**src/rtl/parity_check_if.sv**
```systemverilog
// Bus bundle for the parity checker.
// Master (producer / bench) drives: init, data_in, par_in.
// Slave (parity_check) drives:     busy, done, err, ones.
// WIDTH must match the WIDTH of the parity_check instance on the slave side.
interface parity_check_if #(
  parameter int WIDTH = 8
);
  localparam int CNT_W = $clog2(WIDTH + 1);

  logic             init;
  logic [WIDTH-1:0] data_in;
  logic             par_in;
  logic             busy;
  logic             done;
  logic             err;
  logic [CNT_W-1:0] ones;

  modport master (
    output init, data_in, par_in,
    input  busy, done, err, ones
  );

  modport slave (
    input  init, data_in, par_in,
    output busy, done, err, ones
  );
endinterface

```
**src/rtl/parity_check.sv**
```systemverilog
// parity_check: receive-side parity checker.
// Captures a WIDTH-bit word and its received parity bit on an init pulse,
// counts the ones serially (one bit per clock), recomputes parity and flags
// a mismatch with a one-cycle done pulse.
//
// Ports:
//   clk       system clock, rising edge
//   rst       synchronous active-high reset
//   bus       parity_check_if.slave
//               init    start request (only honoured in IDLE)
//               data_in word to check, captured on the accepting edge
//               par_in  received parity, captured with data_in
//               busy    high in SHIFT, CHECK and DONE
//               done    one-cycle pulse, err/ones valid while high
//               err     received parity differs from recomputed parity
//               ones    number of 1 bits in the captured word
//
// Parameters:
//   WIDTH    data width (>= 2)
//   PAR_ODD  0 = even parity (par = XOR of bits), 1 = odd parity (XNOR)
//
// Build option:
//   PARITY_CHECK_STICKY_EN  when defined, err accumulates mismatches until
//                           reset instead of reflecting only the last frame.
//
// state   | meaning
// --------+------------------------------------------------
// S_IDLE  | waiting for init; outputs err/ones hold
// S_SHIFT | WIDTH cycles of add-LSB / shift-right
// S_CHECK | compare recomputed parity, update err and ones
// S_DONE  | done pulse, back to IDLE on next edge
module parity_check #(
  parameter int WIDTH   = 8,
  parameter bit PAR_ODD = 1'b0
) (
  input  logic           clk,
  input  logic           rst,
  parity_check_if.slave  bus
);
  localparam int CNT_W = $clog2(WIDTH + 1);

  typedef enum logic [1:0] {
    S_IDLE,
    S_SHIFT,
    S_CHECK,
    S_DONE
  } state_t;

  state_t           state;
  state_t           state_nxt;
  logic [WIDTH-1:0] shift_q;
  logic             par_q;
  logic [CNT_W-1:0] acc_q;
  logic [CNT_W-1:0] bit_cnt_q;
  logic             err_q;
  logic [CNT_W-1:0] ones_q;
  logic             mismatch;

  // Parity of the word is the LSB of its ones count.
  assign mismatch = (acc_q[0] ^ PAR_ODD) != par_q;

  // State register
  always_ff @(posedge clk) begin
    if (rst) state <= S_IDLE;
    else     state <= state_nxt;
  end

  // Next-state logic
  always_comb begin
    state_nxt = state;
    case (state)
      S_IDLE:  if (bus.init) state_nxt = S_SHIFT;
      // Counter still holds the pre-increment value, so WIDTH-1 marks the last shift.
      S_SHIFT: if (bit_cnt_q == CNT_W'(WIDTH - 1)) state_nxt = S_CHECK;
      S_CHECK: state_nxt = S_DONE;
      S_DONE:  state_nxt = S_IDLE;
      default: state_nxt = S_IDLE;
    endcase
  end

  // Output logic
  always_comb begin
    bus.busy = 1'b0;
    bus.done = 1'b0;
    case (state)
      S_SHIFT: bus.busy = 1'b1;
      S_CHECK: bus.busy = 1'b1;
      S_DONE: begin
        bus.busy = 1'b1;
        bus.done = 1'b1;
      end
      default: ;
    endcase
  end

  assign bus.err  = err_q;
  assign bus.ones = ones_q;

  // Datapath
  always_ff @(posedge clk) begin
    if (rst) begin
      shift_q   <= '0;
      par_q     <= 1'b0;
      acc_q     <= '0;
      bit_cnt_q <= '0;
      err_q     <= 1'b0;
      ones_q    <= '0;
    end else begin
      case (state)
        S_IDLE: begin
          if (bus.init) begin
            shift_q   <= bus.data_in;
            par_q     <= bus.par_in;
            acc_q     <= '0;
            bit_cnt_q <= '0;
          end
        end
        S_SHIFT: begin
          acc_q     <= acc_q + CNT_W'(shift_q[0]);
          shift_q   <= shift_q >> 1;
          bit_cnt_q <= bit_cnt_q + CNT_W'(1);
        end
        S_CHECK: begin
`ifdef PARITY_CHECK_STICKY_EN
          err_q  <= err_q | mismatch;
`else
          err_q  <= mismatch;
`endif
          ones_q <= acc_q;
        end
        default: ;
      endcase
    end
  end
endmodule

```
**src/flat_wrapper.sv**
```systemverilog
// flat-port wrapper written by rule: the top's interface ports become plain ports
module parity_check_flat 
#(
  parameter int WIDTH   = 8,
  parameter bit PAR_ODD = 1'b0
)
  (clk, rst, bus_init, bus_data_in, bus_par_in, bus_busy, bus_done, bus_err, bus_ones);
  parity_check_if #(.WIDTH(WIDTH)) bus_i ();
  input  logic clk;
  input  logic rst;
  input wire logic [$bits(bus_i.init)-1:0] bus_init;
  input wire logic [$bits(bus_i.data_in)-1:0] bus_data_in;
  input wire logic [$bits(bus_i.par_in)-1:0] bus_par_in;
  output wire logic [$bits(bus_i.busy)-1:0] bus_busy;
  output wire logic [$bits(bus_i.done)-1:0] bus_done;
  output wire logic [$bits(bus_i.err)-1:0] bus_err;
  output wire logic [$bits(bus_i.ones)-1:0] bus_ones;
  assign bus_i.init = bus_init;
  assign bus_i.data_in = bus_data_in;
  assign bus_i.par_in = bus_par_in;
  assign bus_busy = bus_i.busy;
  assign bus_done = bus_i.done;
  assign bus_err = bus_i.err;
  assign bus_ones = bus_i.ones;
  parity_check #(.WIDTH(WIDTH), .PAR_ODD(PAR_ODD)) u_core (.clk(clk), .rst(rst), .bus(bus_i));
endmodule
```
**config.mk**
```make
export PLATFORM = sky130hd
export DESIGN_NAME = parity_check_flat
export DESIGN_NICKNAME = d
export VERILOG_FILES = /design/src/rtl/parity_check_if.sv /design/src/rtl/parity_check.sv /design/src/flat_wrapper.sv
export SDC_FILE = /design/constraint.sdc
export NUM_CORES = 1
export LEC_CHECK = 0
export ABC_AREA = 1
export CORE_UTILIZATION = 47
export DETAILED_ROUTE_END_ITERATION = 10
export PLACE_DENSITY = 0.85
export SLEW_MARGIN = 20
export SYNTH_ARGS = -nofsm -noshare
export SYNTH_HDL_FRONTEND = slang
export SYNTH_SLANG_ARGS = --single-unit
export TNS_END_PERCENT = 30
```
**constraint.sdc**
```tcl
create_clock -name clk -period 1.3 [get_ports clk]
set_input_delay 0.26 -clock clk [delete_from_list [all_inputs] [get_ports clk]]
set_output_delay 0.26 -clock clk [all_outputs]
set_load 0.03 [all_outputs]
```
==> impl_metrics.yaml <==
outcome:
  violations: "setup timing"
  status: "finished, violations left"
power_and_ir_drop:
  peakVddDrop_uv: 1490
  leakage_uw: 0.000730
  pwr_density_cell_nw_per_um2: 2190
  finalPower_uw: 3620
clock_tree:
  cts-root-buf: "clkbuf_4"
  cts_tree: "built"
  h-tree-depth: 1
  cts_buffer_depth: 2
  clkSinkCount: 24
  clk_pin_slew_ns: 0.11
  clock_latency_ns: 0.32
  cts_buffers: 3
  cts_hold_buf: 0
critical_path:
  arrival_ns: 1.22
  crit_required_ns: 1.04
  startpoint_type: "register"
  critical_path_class: "register to output port"
  cp_max_fo: 4
  critPathCaptureType: "output port"
sta:
  clock_skew_ns: 0.0119
  min_period_ns: 1.48
  fin_setup_tns_ns: -0.420
  slew-limit-headroom: 0.864
  timing.fmax_mhz: 678
  drv_slew: 0
  tightest_slew_ns: 0.203
  fin_crit_sh: 1.14
  setup_viol_count_final: 9
  finalHoldViolCount: 0
  rsz0062_at_grt: "yes"
  final.setup.worst_slack_ns: -0.176
finish:
  fin_cells: 225
  nNetsFinal: 217
  most-common-layout-cells: "nand2_1, nor2_1, dfxtp_1"
  postLayoutCellArea_sq_um: 1650
  syn2layout_area_growth_pct: 34.0
  layout-drive-gt1-share: 0.313
  final_util: 0.667
  final_common_cell: "nand2_1"
  n_antenna_cell: 0
placed_design:
  portBuffers: 18
  dpl_cell_area_sq_um: 1450
  dp_cells: 215
  hpwl_mm: 1.90
  gp_routability_congestion: 0.830
floorplanning:
  die_w_microns: 53.2
  die_area_sq_um: 2830
  rows: 18
  fp.dieH_microns: 53.2
  io_pins: 19
  core_sq_um: 2480
  start_util: 0.497
global_route:
  grt.total_usage: 0.220
  grt_remaining_overflow: 0
  grt_pass1_wl_mm: 4.54
  grt_antenna_before_repair: 0
  grt_max_degree: 13
  grt_pass1_vias: 1099
drt:
  vias: 1200
  via_per_inst: 5.33
  wire_per_inst_microns: 14.3
  drt-pass1-iter-count: 4
  drt_iter0_drc: 43
  antenna_left: 0
  drc_errors: 0
  wl_mm: 3.21
synth:
  ys_seq_elements: 24
  postSynthCellCount: 164
  ys_warn_count: 0
  netlist_area_sq_um: 1230
  ys_types: 23
  synth_area_per_cell_sq_um: 7.51
  synth_nets: 184
  ys_seq_area_frac: 0.390
worst_hold_path:
  hold_path_class: "register to register"
run:
  drv_cap: 0
==> kinds of logic after synthesis <==
kind of cell               count (synthesis)  synth area share
AOI/OAI and AO/OA                         26             0.121
xor gates and xnor gates                   1           0.00711
DFF                                       24             0.390
buffers and inverters                     21            0.0975
and+or+nand+nor                           84             0.304
adders and majority gates                  8            0.0812
==> cells in the mapped netlist <==
cell | instances | area, sq um
dfxtp_1 | 24 | 480
or2_2 | 1 | 6.26
inv_1 | 13 | 48.8
nand2_4 | 1 | 11.3
clkbuf_8 | 1 | 13.8
o21ai_0 | 13 | 65.1
inv_2 | 1 | 3.75
buf_2 | 1 | 5.00
ha_1 | 8 | 100
buf_4 | 1 | 7.51
nand2_1 | 38 | 143
nand3_2 | 4 | 40.0
a21oi_2 | 5 | 43.8
buf_12 | 1 | 20.0
inv_4 | 1 | 6.26
a21oi_1 | 8 | 40.0
nand2_2 | 1 | 6.26
nand3_1 | 7 | 35.0
xor2_1 | 1 | 8.76
nor2_1 | 27 | 101
buf_6 | 1 | 11.3
nor2_2 | 5 | 31.3
clkbuf_1 | 1 | 3.75
==> layer usage <==
| metal | global-route usage | share of wire | vias to the layer above |
|---|---|---|---|
| met5 | 0 | 0 | - |
| met4 | 0.0702 | 0.036 | 0 |
| met3 | 0.0575 | 0.051 | 13 |
| met2 | 0.429 | 0.53 | 50 |
| met1 | 0.218 | 0.38 | 557 |
| li1 | - | - | 580 |
==> worst paths after layout <==
kind                           from  cells after the start                   to  slack [ns]
setup reg to reg    u_core.state[1]                      8  u_core.bit_cnt_q[1]       -0.04
hold / removal    u_core.shift_q[5]                      2    u_core.shift_q[5]        0.51
setup / recovery    u_core.state[0]                      5             bus_busy       -0.18
hold reg to reg   u_core.shift_q[5]                      2    u_core.shift_q[5]        0.51
==> critical path, stage by stage (launching register included) <==
cell and delay (ns):
dfxtp_4 0.40, inv_4 0.04, buf_6 0.12, ha_4 0.17
inv_2 0.06, buf_6 0.12
==> stage by stage <==
stage / hold slack, ns / setup slack, ns
floorplan: 0.425 / 0.00777
finish: 0.510 / -0.176
detailed placement: 0.483 / -0.171
global placement: 0.457 / -0.129
global route: 0.528 / -0.204
CTS: 0.499 / -0.125
==> flip-flops by register name, indices dropped and copies added (netlist names) <==
register	cells
u_core.bus.err	1
u_core.state	2
u_core.bit_cnt_q	4
u_core.acc_q	4
u_core.bus.ones	4
u_core.shift_q	8
u_core.par_q	1
==> where the power goes <==
group          switching (uW)  internal [uW]  leakage [uW]
Sequential                133            947      0.000197
Combinational            1300            913      0.000519
Clock                     213            109     0.0000138
Total                    1650           1970      0.000730
==> area by class of cell <==
class                      count  area, sq um
clock buffer                   3         22.5
fill                         198          826
inverter                      15         76.3
multi-input combinational    121          732
sequential                    24          485
tap                           30         37.5
timing repair buffer          32          298
==> repair_timing <==
item                                    4_1_cts  5_1_grt
gates resized for setup                      26       29
gates cloned                                  1        2
hold endpoints to repair                      0        0
buffers inserted                              1        3
endpoints found under the setup margin       25       28
pin swaps                                     2        4
No activity file was read; power rests on OpenSTA's default activity.
